--- src/rtl/regfile_port_sequencer_pkg.sv ---
// rtl/regfile_port_sequencer_pkg.sv - shared encodings and widths for the register-bank port sequencer
package regfile_port_sequencer_pkg;

    // Default widths, matching register_bank data_in/data_out and addr.
    localparam int RF_DATA_W = 8;
    localparam int RF_ADDR_W = 5;

    typedef enum logic [2:0] {
        ST_IDLE = 3'd0,
        ST_RD1  = 3'd1,
        ST_RD2  = 3'd2,
        ST_RSP  = 3'd3,
        ST_WB   = 3'd4
    } state_t;

    // Which requester wins when both are valid in the same IDLE cycle.
    typedef enum logic {
        PRIO_WB  = 1'b0,
        PRIO_REQ = 1'b1
    } prio_t;

endpackage

--- src/rtl/regfile_port_arbiter.sv ---
// rtl/regfile_port_arbiter.sv - alternating-priority grant between writeback and operand-read requesters
//
// Ports:
//   clk, rst_n            clock, async active-low reset (prio returns to PRIO_WB)
//   enable                high only while the sequencer is IDLE; all readies are 0 otherwise
//   wb_valid, req_valid   requester valids
//   wb_ready, req_ready   requester readies
//   wb_grant, req_grant   handshake completes this cycle (mutually exclusive)
module regfile_port_arbiter
    import regfile_port_sequencer_pkg::*;
(
    input  logic clk,
    input  logic rst_n,
    input  logic enable,
    input  logic wb_valid,
    input  logic req_valid,
    output logic wb_ready,
    output logic req_ready,
    output logic wb_grant,
    output logic req_grant
);

    prio_t prio;

    // When both are valid only the prio holder sees ready, so the grants can
    // never fire together; a lone requester is always served.
    assign wb_ready  = enable && (!req_valid || (prio == PRIO_WB));
    assign req_ready = enable && (!wb_valid  || (prio == PRIO_REQ));
    assign wb_grant  = wb_valid  && wb_ready;
    assign req_grant = req_valid && req_ready;

    // Every grant hands priority to the other side, so a losing requester
    // is guaranteed the next grant.
    always_ff @(posedge clk or negedge rst_n) begin
        if (!rst_n) begin
            prio <= PRIO_WB;
        end else if (wb_grant) begin
            prio <= PRIO_REQ;
        end else if (req_grant) begin
            prio <= PRIO_WB;
        end
    end

endmodule

--- src/rtl/regfile_port_sequencer.sv ---
// rtl/regfile_port_sequencer.sv - shares a single-port register bank between operand reads and writeback
//
// Ports:
//   clk, rst_n                      clock shared with register_bank, async active-low reset
//   req_valid/req_ready             operand-read request handshake (req_rs1, req_rs2)
//   rsp_valid/rsp_ready             operand response handshake (rsp_rs1_data, rsp_rs2_data)
//   wb_valid/wb_ready               writeback handshake (wb_addr, wb_data)
//   bank_addr/bank_wdata/bank_write to register_bank; bank_rdata is combinational from bank_addr
//   busy                            high whenever the sequencer is not IDLE
module regfile_port_sequencer
    import regfile_port_sequencer_pkg::*;
#(
    parameter int DATA_W = RF_DATA_W,
    parameter int ADDR_W = RF_ADDR_W
) (
    input  logic              clk,
    input  logic              rst_n,
    input  logic              req_valid,
    output logic              req_ready,
    input  logic [ADDR_W-1:0] req_rs1,
    input  logic [ADDR_W-1:0] req_rs2,
    output logic              rsp_valid,
    input  logic              rsp_ready,
    output logic [DATA_W-1:0] rsp_rs1_data,
    output logic [DATA_W-1:0] rsp_rs2_data,
    input  logic              wb_valid,
    output logic              wb_ready,
    input  logic [ADDR_W-1:0] wb_addr,
    input  logic [DATA_W-1:0] wb_data,
    output logic [ADDR_W-1:0] bank_addr,
    output logic [DATA_W-1:0] bank_wdata,
    output logic              bank_write,
    input  logic [DATA_W-1:0] bank_rdata,
    output logic              busy
);

    state_t            state;
    logic [ADDR_W-1:0] rs1_q;
    logic [ADDR_W-1:0] rs2_q;
    logic [ADDR_W-1:0] wb_addr_q;
    logic [DATA_W-1:0] wb_data_q;
    logic              wb_grant;
    logic              req_grant;

    regfile_port_arbiter u_arbiter (
        .clk       (clk),
        .rst_n     (rst_n),
        .enable    (state == ST_IDLE),
        .wb_valid  (wb_valid),
        .req_valid (req_valid),
        .wb_ready  (wb_ready),
        .req_ready (req_ready),
        .wb_grant  (wb_grant),
        .req_grant (req_grant)
    );

    always_ff @(posedge clk or negedge rst_n) begin
        if (!rst_n) begin
            state        <= ST_IDLE;
            rs1_q        <= '0;
            rs2_q        <= '0;
            wb_addr_q    <= '0;
            wb_data_q    <= '0;
            rsp_valid    <= 1'b0;
            rsp_rs1_data <= '0;
            rsp_rs2_data <= '0;
        end else begin
            case (state)
                ST_IDLE: begin
                    if (wb_grant) begin
                        wb_addr_q <= wb_addr;
                        wb_data_q <= wb_data;
                        state     <= ST_WB;
                    end else if (req_grant) begin
                        rs1_q <= req_rs1;
                        rs2_q <= req_rs2;
                        state <= ST_RD1;
                    end
                end
                ST_WB: begin
                    state <= ST_IDLE;
                end
                ST_RD1: begin
                    rsp_rs1_data <= bank_rdata;
                    state        <= ST_RD2;
                end
                ST_RD2: begin
                    rsp_rs2_data <= bank_rdata;
                    rsp_valid    <= 1'b1;
                    state        <= ST_RSP;
                end
                ST_RSP: begin
                    if (rsp_ready) begin
                        rsp_valid <= 1'b0;
                        state     <= ST_IDLE;
                    end
                end
                default: begin
                    state <= ST_IDLE;
                end
            endcase
        end
    end

    // Bank signals follow the state directly, so an async reset drops
    // bank_write before the next edge and an in-flight write is abandoned.
    always_comb begin
        bank_addr  = '0;
        bank_wdata = '0;
        bank_write = 1'b0;
        case (state)
            ST_WB: begin
                bank_addr  = wb_addr_q;
                bank_wdata = wb_data_q;
                bank_write = 1'b1;
            end
            ST_RD1:  bank_addr = rs1_q;
            ST_RD2:  bank_addr = rs2_q;
            default: ;
        endcase
    end

    assign busy = (state != ST_IDLE);

endmodule

--- config.mk ---
export PLATFORM = sky130hd
export DESIGN_NAME = regfile_port_sequencer
export DESIGN_NICKNAME = d
export VERILOG_FILES = /design/src/rtl/regfile_port_sequencer_pkg.sv /design/src/rtl/regfile_port_arbiter.sv /design/src/rtl/regfile_port_sequencer.sv
export SDC_FILE = /design/constraint.sdc
export NUM_CORES = 1
export LEC_CHECK = 0
export CAP_MARGIN = 25
export CORE_MARGIN = 2
export CORE_UTILIZATION = 44
export CTS_CLUSTER_SIZE = 28
export DETAILED_ROUTE_END_ITERATION = 10
export PLACE_DENSITY = 0.79
export SLEW_MARGIN = 0
export SYNTH_ARGS = -nofsm -noshare
export SYNTH_HDL_FRONTEND = slang
export SYNTH_SLANG_ARGS = --single-unit
--- constraint.sdc ---
create_clock -name clk -period 1.8 [get_ports clk]
set_input_delay 0.27 -clock clk [delete_from_list [all_inputs] [get_ports clk]]
set_output_delay 0.27 -clock clk [all_outputs]
set_load 0.05 [all_outputs]
Word-level counts from Yosys, hierarchy flattened
Index checks and enable logic that the tools add are counted.
{ "classes": {"n_mux": 11, "eq_ne": 6, "reduce_logical": 16, "bitwise_logic": 2} }
{ "op_table": {"columns": ["op", "count"], "rows": [
  ["$pmux 5 s3", 1],
  ["$pmux 3 s4", 1],
  ["$mux 3", 3],
  ["$mux 8", 1],
  ["$eq 3x2->1 const B", 2],
  ["$reduce_and 2->1", 3],
  ["$logic_and 1x1->1", 4],
  ["$mux 1", 4],
  ["$reduce_bool 2->1", 2],
  ["$eq 3x1->1 const B", 1],
  ["$eq 3x3->1 const B", 1],
  ["$logic_not 3->1", 1],
  ["$ne 3x3->1 const B", 1],
  ["$reduce_and 3->1", 1],
  ["$reduce_bool 3->1", 1],
  ["$logic_not 1->1", 2],
  ["$logic_or 1x1->1", 2],
  ["$ne 2x2->1 const B", 1],
  ["$not 1->1", 2],
  ["$pmux 1 s2", 1]
]} }
{ "word_totals": {"regBits": 44, "in_bits": 36, "wordCells": 44, "output_inout_bits": 34} }

Logic depth before layout (Yosys ltp)
Gate-level depths: netlist of run 1.
{ "logic_depth": {"ltp_word": 7, "ltp_mapped": 6, "depth_no_buf": 3} }

By module
From an unflattened synthesis of run 1, not the netlist that was laid out.
{ "unflattened": {"cells_unflattened": 138, "hier_area_um2": 1964.4} }
{ "modules_own_cells": {"columns": ["module", "area_each_um2", "seq_area_each_um2", "n_inst", "cells_each"], "rows": [
  ["regfile_port_sequencer", 1889.3, 1076.0, 1, 130],
  ["regfile_port_arbiter", 75.1, 25.0, 1, 8]
]} }

Worst setup path after synthesis of run 1
OpenSTA, ideal clock, no wires.
{ "synth_path": {"path_kind": "register to output", "startpoint": "register state[0]", "endpoint": "output bank_addr[0]", "t_arrival_ns": 2.024, "path_slack_ns": -0.494, "stages_incl_launch_ff": 5, "path_buffers": 1, "required_time_ns": 1.530, "path_cell_list": "dfrtp_1 clkbuf_2 nor2b_1 a22oi_1 o21ai_0"} }
{ "synth_via": {"elab_chain_len": 2, "word_cells_on_any_way": 4, "cone_classes": "eq/ne (3); mux (1)"} }
{ "synth_lines": {"columns": ["element", "line_no", "rtl"], "rows": [
  ["from (decl)", "regfile_port_sequencer.sv:37", "state_t state;"],
  ["from (signal assigned)", "regfile_port_sequencer.sv:59", "state <= ST_IDLE;"],
  ["from (signal assigned)", "regfile_port_sequencer.sv:73", "state <= ST_WB;"],
  ["from (signal assigned)", "regfile_port_sequencer.sv:77", "state <= ST_RD1;"],
  ["$eq 3x2->1 (tied with other cells)", "regfile_port_sequencer.sv:111", "case (state)"],
  ["$pmux 5 s3 (*)", "regfile_port_sequencer.sv:111", null],
  ["to (decl)", "regfile_port_sequencer.sv:30", "output logic [ADDR_W-1:0] bank_addr,"]
]} }
Every way passes the cells marked *; elsewhere a longest branch is shown, timed or not.

Worst setup path after layout of run 1
{ "layout_path": {"startpoint": "register state[0]", "endpoint": "output bank_addr[3]"} }
The elaborated chain is that of the path after synthesis.

==> qor.txt, run 1 <==
Synth cell types: 22
First-pass GRT wire length: 7.38 mm
Metal3 WL: 292 um
CTS Sinks: 44
Hold-fix buffers, CTS: 0
Clock power share: 12.4%
Part of the power in registers: 28.6%
CTS Buffer Depth: 2
Final Hold Vio Count: 0
Internal power: 3700 uW
Post-synthesis sequential element count: 44
Number of global-route vias before repair: 1558
Row Count: 23
Drt wl/cell: 16.6 um
Switch share: 41.8%
Layout Area Growth over Synthesis: 60.5%
Vert. Die Dim: 69.3 um
Total wire length: 4.43 mm
Initial antenna violation count: 0
CP endpoint: bank_addr[3]
Nets: 252
Ports: 70
Global placement routability congestion: 0.793
Hold Worst Slack: 0.0320 ns
GRT Total Usage: 19.5%
Commonest cells after routing, fill and taps aside: clkdlybuf4s50_1 (49), dfrtp_1 (42), mux2_2 (39)
Port buffer count: 69
Tcrit/Tclk final: 101%
Crit path kind: reg -> out
Leak: 0.00128 uW
Combinational Power Share: 59.0%
Worst Setup SP: state[0]
Power per cell area: 2110 nW/um2
Reg2reg end: wb_data_q[0]
CTS tree: built
Measured slew at the worst slew-check pin: 0.536 ns
HPWL Detailed: 3.16 mm
Met2 wire len: 2.36 mm
Placed cells: 256
Iteration-0 DRC Markers: 71
Yosys warning count: 0
Layout Cells excl Fill: 267
Via count: 1377
Root buf cell: clkbuf_8
H-tree levels: 2
Initial core utilization: 46.2%
Cts bufs inserted: 5
Crit path DAT: 1.55 ns
CP Data Required Time: 1.53 ns
Synthesized Nets: 171
Synth area leaders: dfrtp_1 (59%), mux2_2 (23%), and2_1 (3.0%)
Initial DRT Pass Iterations: 4
Vias per cell: 5.16
Core box area: 4060 um2
Final Worst Setup Slack: -0.0162 ns
Setup violators final: 5
M1 wire length: 1.69 mm
Largest net degree at the start of global routing: 45
CP Launch Type: flop
Synth top area share: 58.7%
Clk_skew: 0.00879 ns
Status: finished with violations
Async set-reset flop share out of synthesis: 100%
N_diodes: 0
Synthesized instance count: 135
Skew-Pair Late Insertion Delay: 0.30 ns
RSZ-0062 raised after global routing: yes
Worst reg-to-reg path cell count: 5
Worst hold path type: in -> async
Commonest non-fill, non-tap cell in the layout: clkdlybuf4s50_1
Overall Power: 6350 uW
FF-to-FF Start: state[0]
Synthesized area: 1870 um2
Seq/Total Area, Yosys: 58.7%
Net switching power: 2650 uW
Ys flop type: dfrtp_1
Slew margin rel.: 64.2%
Worst setup EP type: output port
Die width: 69.3 um
Max Used Layer: met4
Worst VDD drop: 1.26 mV
Max-cap violations: 0
Share of post-route cells with drive strength above 1: 45.2%
Post-synth EDFFs: 0
Fin. max-slew vios: 0
DRC Markers: 0
Final ANT Viol Nets: 0
Peak Freq: 551 MHz
R2R setup slack: 0.13 ns
Gr ovfl total: 0
Failing checks: setup timing
Avg Inst Size Synth: 13.9 um2
Register clock-pin slew on the reported worst setup and hold paths: 0.08 ns
Setup TNS: -0.0421 ns
Synth area leader: dfrtp_1
Die area: 4800 um2
Final Util: 74.2%
Period minus WS final: 1.82 ns
Worst Path Max Fanout: 6
==> cell families after synthesis <==
group | count (synthesis) | synth area share [%]
and+or+nand+nor | 29 | 9.75
buffers and inverters | 8 | 3.27
muxes | 39 | 23.4
AOI/OAI and AO/OA | 15 | 4.81
DFF | 44 | 58.7
==> layer usage <==
| layer | up-vias | global-route usage (%) |
|---|---|---|
| li1 | 632 | - |
| met1 | 682 | 21.6 |
| met2 | 54 | 34.4 |
| met3 | 9 | 6.54 |
| met4 | 0 | 7.41 |
| met5 | - | 0 |
==> synthesized netlist by cell type, types with 2 or more instances <==
| cell type | count |
|---|---|
| nor2b_1 | 2 |
| nand2b_1 | 2 |
| a22oi_1 | 5 |
| dfrtp_1 | 44 |
| mux2_2 | 39 |
| nand2_1 | 9 |
| buf_2 | 2 |
| and2_1 | 9 |
| o21ai_0 | 6 |
| buf_4 | 3 |
| a21oi_1 | 3 |
==> stage by stage <==
step	setup slack [ns]	area (um2)
after global routing	-0.0961	3010
after global placement	0.191	2830
after detailed placement	0.0971	2830
final	-0.0162	3010
after floorplan	-0.00767	1900
after CTS	-0.0166	3000
==> sequential cells by signal (all words and copies together), names as in the netlist <==
register        count
wb_addr_q           5
rs1_q               5
rs2_q               5
rsp_rs1_data        8
rsp_rs2_data        8
rsp_valid           1
state               3
u_arbiter.prio      1
wb_data_q           8
==> cell type report <==
class | count | area (um2)
multi-input combinational | 83 | 759
timing repair buffer | 81 | 958
tap | 50 | 62.6
fill | 252 | 1050
clock inverter | 2 | 38.8
sequential | 44 | 1100
clock buffer | 6 | 82.6
inverter | 1 | 3.75
==> worst min path at each step <==
stage / to
3_5_place_dp: wb_data_q[4]
6_report: wb_data_q[3]
2_1_floorplan: rs1_q[0]
4_1_cts: wb_data_q[4]
5_1_grt: rsp_rs2_data[1]
3_3_place_gp: wb_data_q[3]
==> power groups by stage <==
stage | Combinational (uW) | Sequential (uW) | Clock (uW)
after floorplan | 1630 | 2420 | 0
after global placement | 3570 | 1790 | 0
after detailed placement | 3640 | 1830 | 0
after CTS | 3760 | 1810 | 806
after global routing | 3940 | 1880 | 844
final | 3750 | 1810 | 788
==> repair_timing <==
item                                    in CTS  in global routing
setup buffers                                2                  0
cloned                                       1                  0
endpoints found under the setup margin      13                 16
resized for setup                            8                  3
==> critical path, cell delays in order, from the launching register on <==
cell and delay [ns]:
dfrtp_2 0.44, buf_12 0.15, nor2b_4 0.19, a22oi_1 0.13
o21ai_2 0.18, buf_12 0.16
(Power assumes the default switching activity.)
==> run 2: changes to the inputs <==
--- a/config.mk
+++ b/config.mk
@@ -6,7 +6,6 @@
 export NUM_CORES = 1
 export LEC_CHECK = 0
 export CAP_MARGIN = 25
-export CORE_MARGIN = 2
 export CORE_UTILIZATION = 44
 export CTS_CLUSTER_SIZE = 28
 export DETAILED_ROUTE_END_ITERATION = 10
==> run 2 against run 1 <==
  * The run now ends clean
  * Via count decreased by 2.5%
  * Register-to-register slack improved by 0.04 ns
  * Die area decreased by 5.7%
  * Cell area decreased by 0.62%
  * Cell count unchanged
  * Sequential power about the same
  * Sequential share of layout area increased by 0.27 points
  * Global-route usage increased by 1.3 points
  * First-iteration DRC count decreased by 46%
  * Combinational power decreased by 1%
  * Worst hold slack improved by 0.026 ns
  * Total power decreased by 2.8%
  * Critical endpoint is now bank_addr[4]
==> qor.txt, run 2 (same netlist as run 1, synthesis figures left out) <==
Status: finished clean
CP Launch Type: flop
Setup TNS: 0 ns (+0.0421 ns)
Largest net degree at the start of global routing: 45 (unchanged)
Fin. max-slew vios: 0 (unchanged)
Commonest non-fill, non-tap cell in the layout: clkdlybuf4s50_1
Post-place setup slack: 0.127 ns (+0.0297 ns)
Max-cap violations: 0 (unchanged)
Worst setup EP type: output port
Power per cell area: 2060 nW/um2 (-2.2%)
CTS Buffer Depth: 2 (unchanged)
Root buf cell: clkbuf_8
CP cell instances: and2b_4, a22oi_2, o21ai_2, buf_12
Ports: 70 (unchanged)
Drt wl/cell: 16.1 um (-3.1%)
Gr ovfl total: 0 (unchanged)
N_diodes: 0 (unchanged)
Clk_skew: 0.00599 ns (-0.00280 ns)
Number of global-route vias before repair: 1402 (-10%)
# fillers: 252 (unchanged)
Tcrit/Tclk final: 99.8% (-1.1 points)
Final Hold Vio Count: 0 (unchanged)
Top flop regs: rsp_rs1_data x8, rsp_rs2_data x8, wb_data_q x8
Critical Path Slowest Stage Cell: dfrtp_2
Period minus WS final: 1.80 ns (-0.0194 ns)
Vert. Die Dim: 67.3 um (-2.9%)
CP Data Required Time: 1.53 ns (about the same)
Final ANT Viol Nets: 0 (unchanged)
Vias per cell: 5.03 (-2.5%)
Final Util: 73.7% (-0.46 points)
Initial core utilization: 46.2% (unchanged)
Die width: 67.3 um (-2.9%)
FF-to-FF Start: state[1]
Measured slew at the worst slew-check pin: 0.551 ns (+0.0144 ns)
Setup violators final: 0 (-5)
Hold-fix buffers, CTS: 0 (unchanged)
Via count: 1342 (-2.5%)
Worst Setup SP: state[1]
Design area: 2990 um2 (-0.62%)
Share of post-route cells with drive strength above 1: 44.7% (-0.46 points)
Register clock-pin slew on the reported worst setup and hold paths: 0.08 ns (about the same)
Post-Place Cell Area: 2820 um2 (-0.27%)
Crit path DAT: 1.53 ns (-0.02 ns)
Iteration-0 DRC Markers: 38 (-46%)
Leak: 0.00126 uW (-1.2%)
Peak Freq: 557 MHz (+1.1%)
Die area: 4520 um2 (-5.7%)
GRT Total Usage: 20.7% (+1.3 points)
Cts bufs inserted: 5 (unchanged)
Worst VDD drop: 1.49 mV (+18%)
Hold Worst Slack: 0.0579 ns (+0.0259 ns)
DRC Markers: 0 (unchanged)
HPWL Detailed: 3.08 mm (-2.4%)
Final Worst Setup Slack: 0.00314 ns (+0.0194 ns)
Total wire length: 4.29 mm (-3.1%)
Commonest cells after routing, fill and taps aside: clkdlybuf4s50_1 (49), dfrtp_1 (41), mux2_2 (39)
H-tree levels: 2 (unchanged)
Crit path kind: reg -> out
CTS tree: built
Row Count: 23 (unchanged)
Global placement routability congestion: 0.746 (-6.0%)
Core box area: 4060 um2 (unchanged)
Layout Area Growth over Synthesis: 59.5%
Slew margin rel.: 63.3% (-0.96 points)
RSZ-0062 raised after global routing: yes
Worst Path Max Fanout: 6 (unchanged)
Initial DRT Pass Iterations: 4 (unchanged)
First-pass GRT wire length: 6.71 mm (-9.2%)
CTS Sinks: 44 (unchanged)
Skew-Pair Late Insertion Delay: 0.29 ns (about the same)
Port buffer count: 69 (unchanged)
CP max stage delay: 0.48 ns (+0.04 ns)
Nets: 252 (unchanged)
Worst hold path type: in -> async
Initial antenna violation count: 0 (unchanged)
[run 2: layer usage]
metal,GRT usage (%),vias up,share of wire (%)
li1,-,634,-
met1,24.6,654,40
met2,34.4,52,51
met3,8.45,2,8.4
met4,6.12,0,0.56
met5,0,-,0
[run 2: path summary, 6_finish.rpt]
path,end,depth (start not counted),slack (ns)
setup / recovery,bank_addr[4],4,0.003
setup reg to reg,rsp_rs1_data[6],4,0.17
hold / removal,wb_data_q[3],2,0.06
min in group clk,wb_data_q[4],1,0.51
max in group asynchronous,state[0],2,1.34
hold reg to reg,wb_data_q[4],1,0.51
[run 2: stage by stage]
step | cells | total power [uW]
finish | 267 | 6170
global route | 267 | 6490
CTS | 265 | 6130
detailed placement | 255 | 5450
global placement | 255 | 5320
floorplan | 135 | 4050
[run 2: final cells by class]
| cell class | count | area [um2] | share of cell area [%] |
|---|---|---|---|
| Sequential cell | 44 | 1100 | 36.9 |
| Timing Repair Buffer | 81 | 953 | 31.9 |
| Multi-Input combinational cell | 83 | 776 | 25.9 |
| Clock buffer | 8 | 90.1 | 3.01 |
| Tap cell | 50 | 62.6 | 2.09 |
| Inverter | 1 | 3.75 | 0.126 |
[run 2: report_power, final]
part | total [uW] | switching (uW) | internal, uW
clock | 623 | 310 | 313
combinational | 3710 | 1980 | 1730
sequential | 1840 | 339 | 1500
total | 6170 | 2630 | 3550
[run 2: worst max-delay path, delay by kind of cell (launching register included)]
| kind | cells | cell delay [ns] |
|---|---|---|
| DFF | 1 | 0.48 |
| AOI/OAI and AO/OA | 2 | 0.27 |
| and+or+nand+nor | 1 | 0.32 |
| buffers and inverters | 1 | 0.16 |
[run 2: what timing repair did]
item	4_1_cts	5_1_grt
cloned	0	1
resized for setup	5	15
setup endpoints to repair	13	14
buffers inserted	2	1
pin swaps	0	5
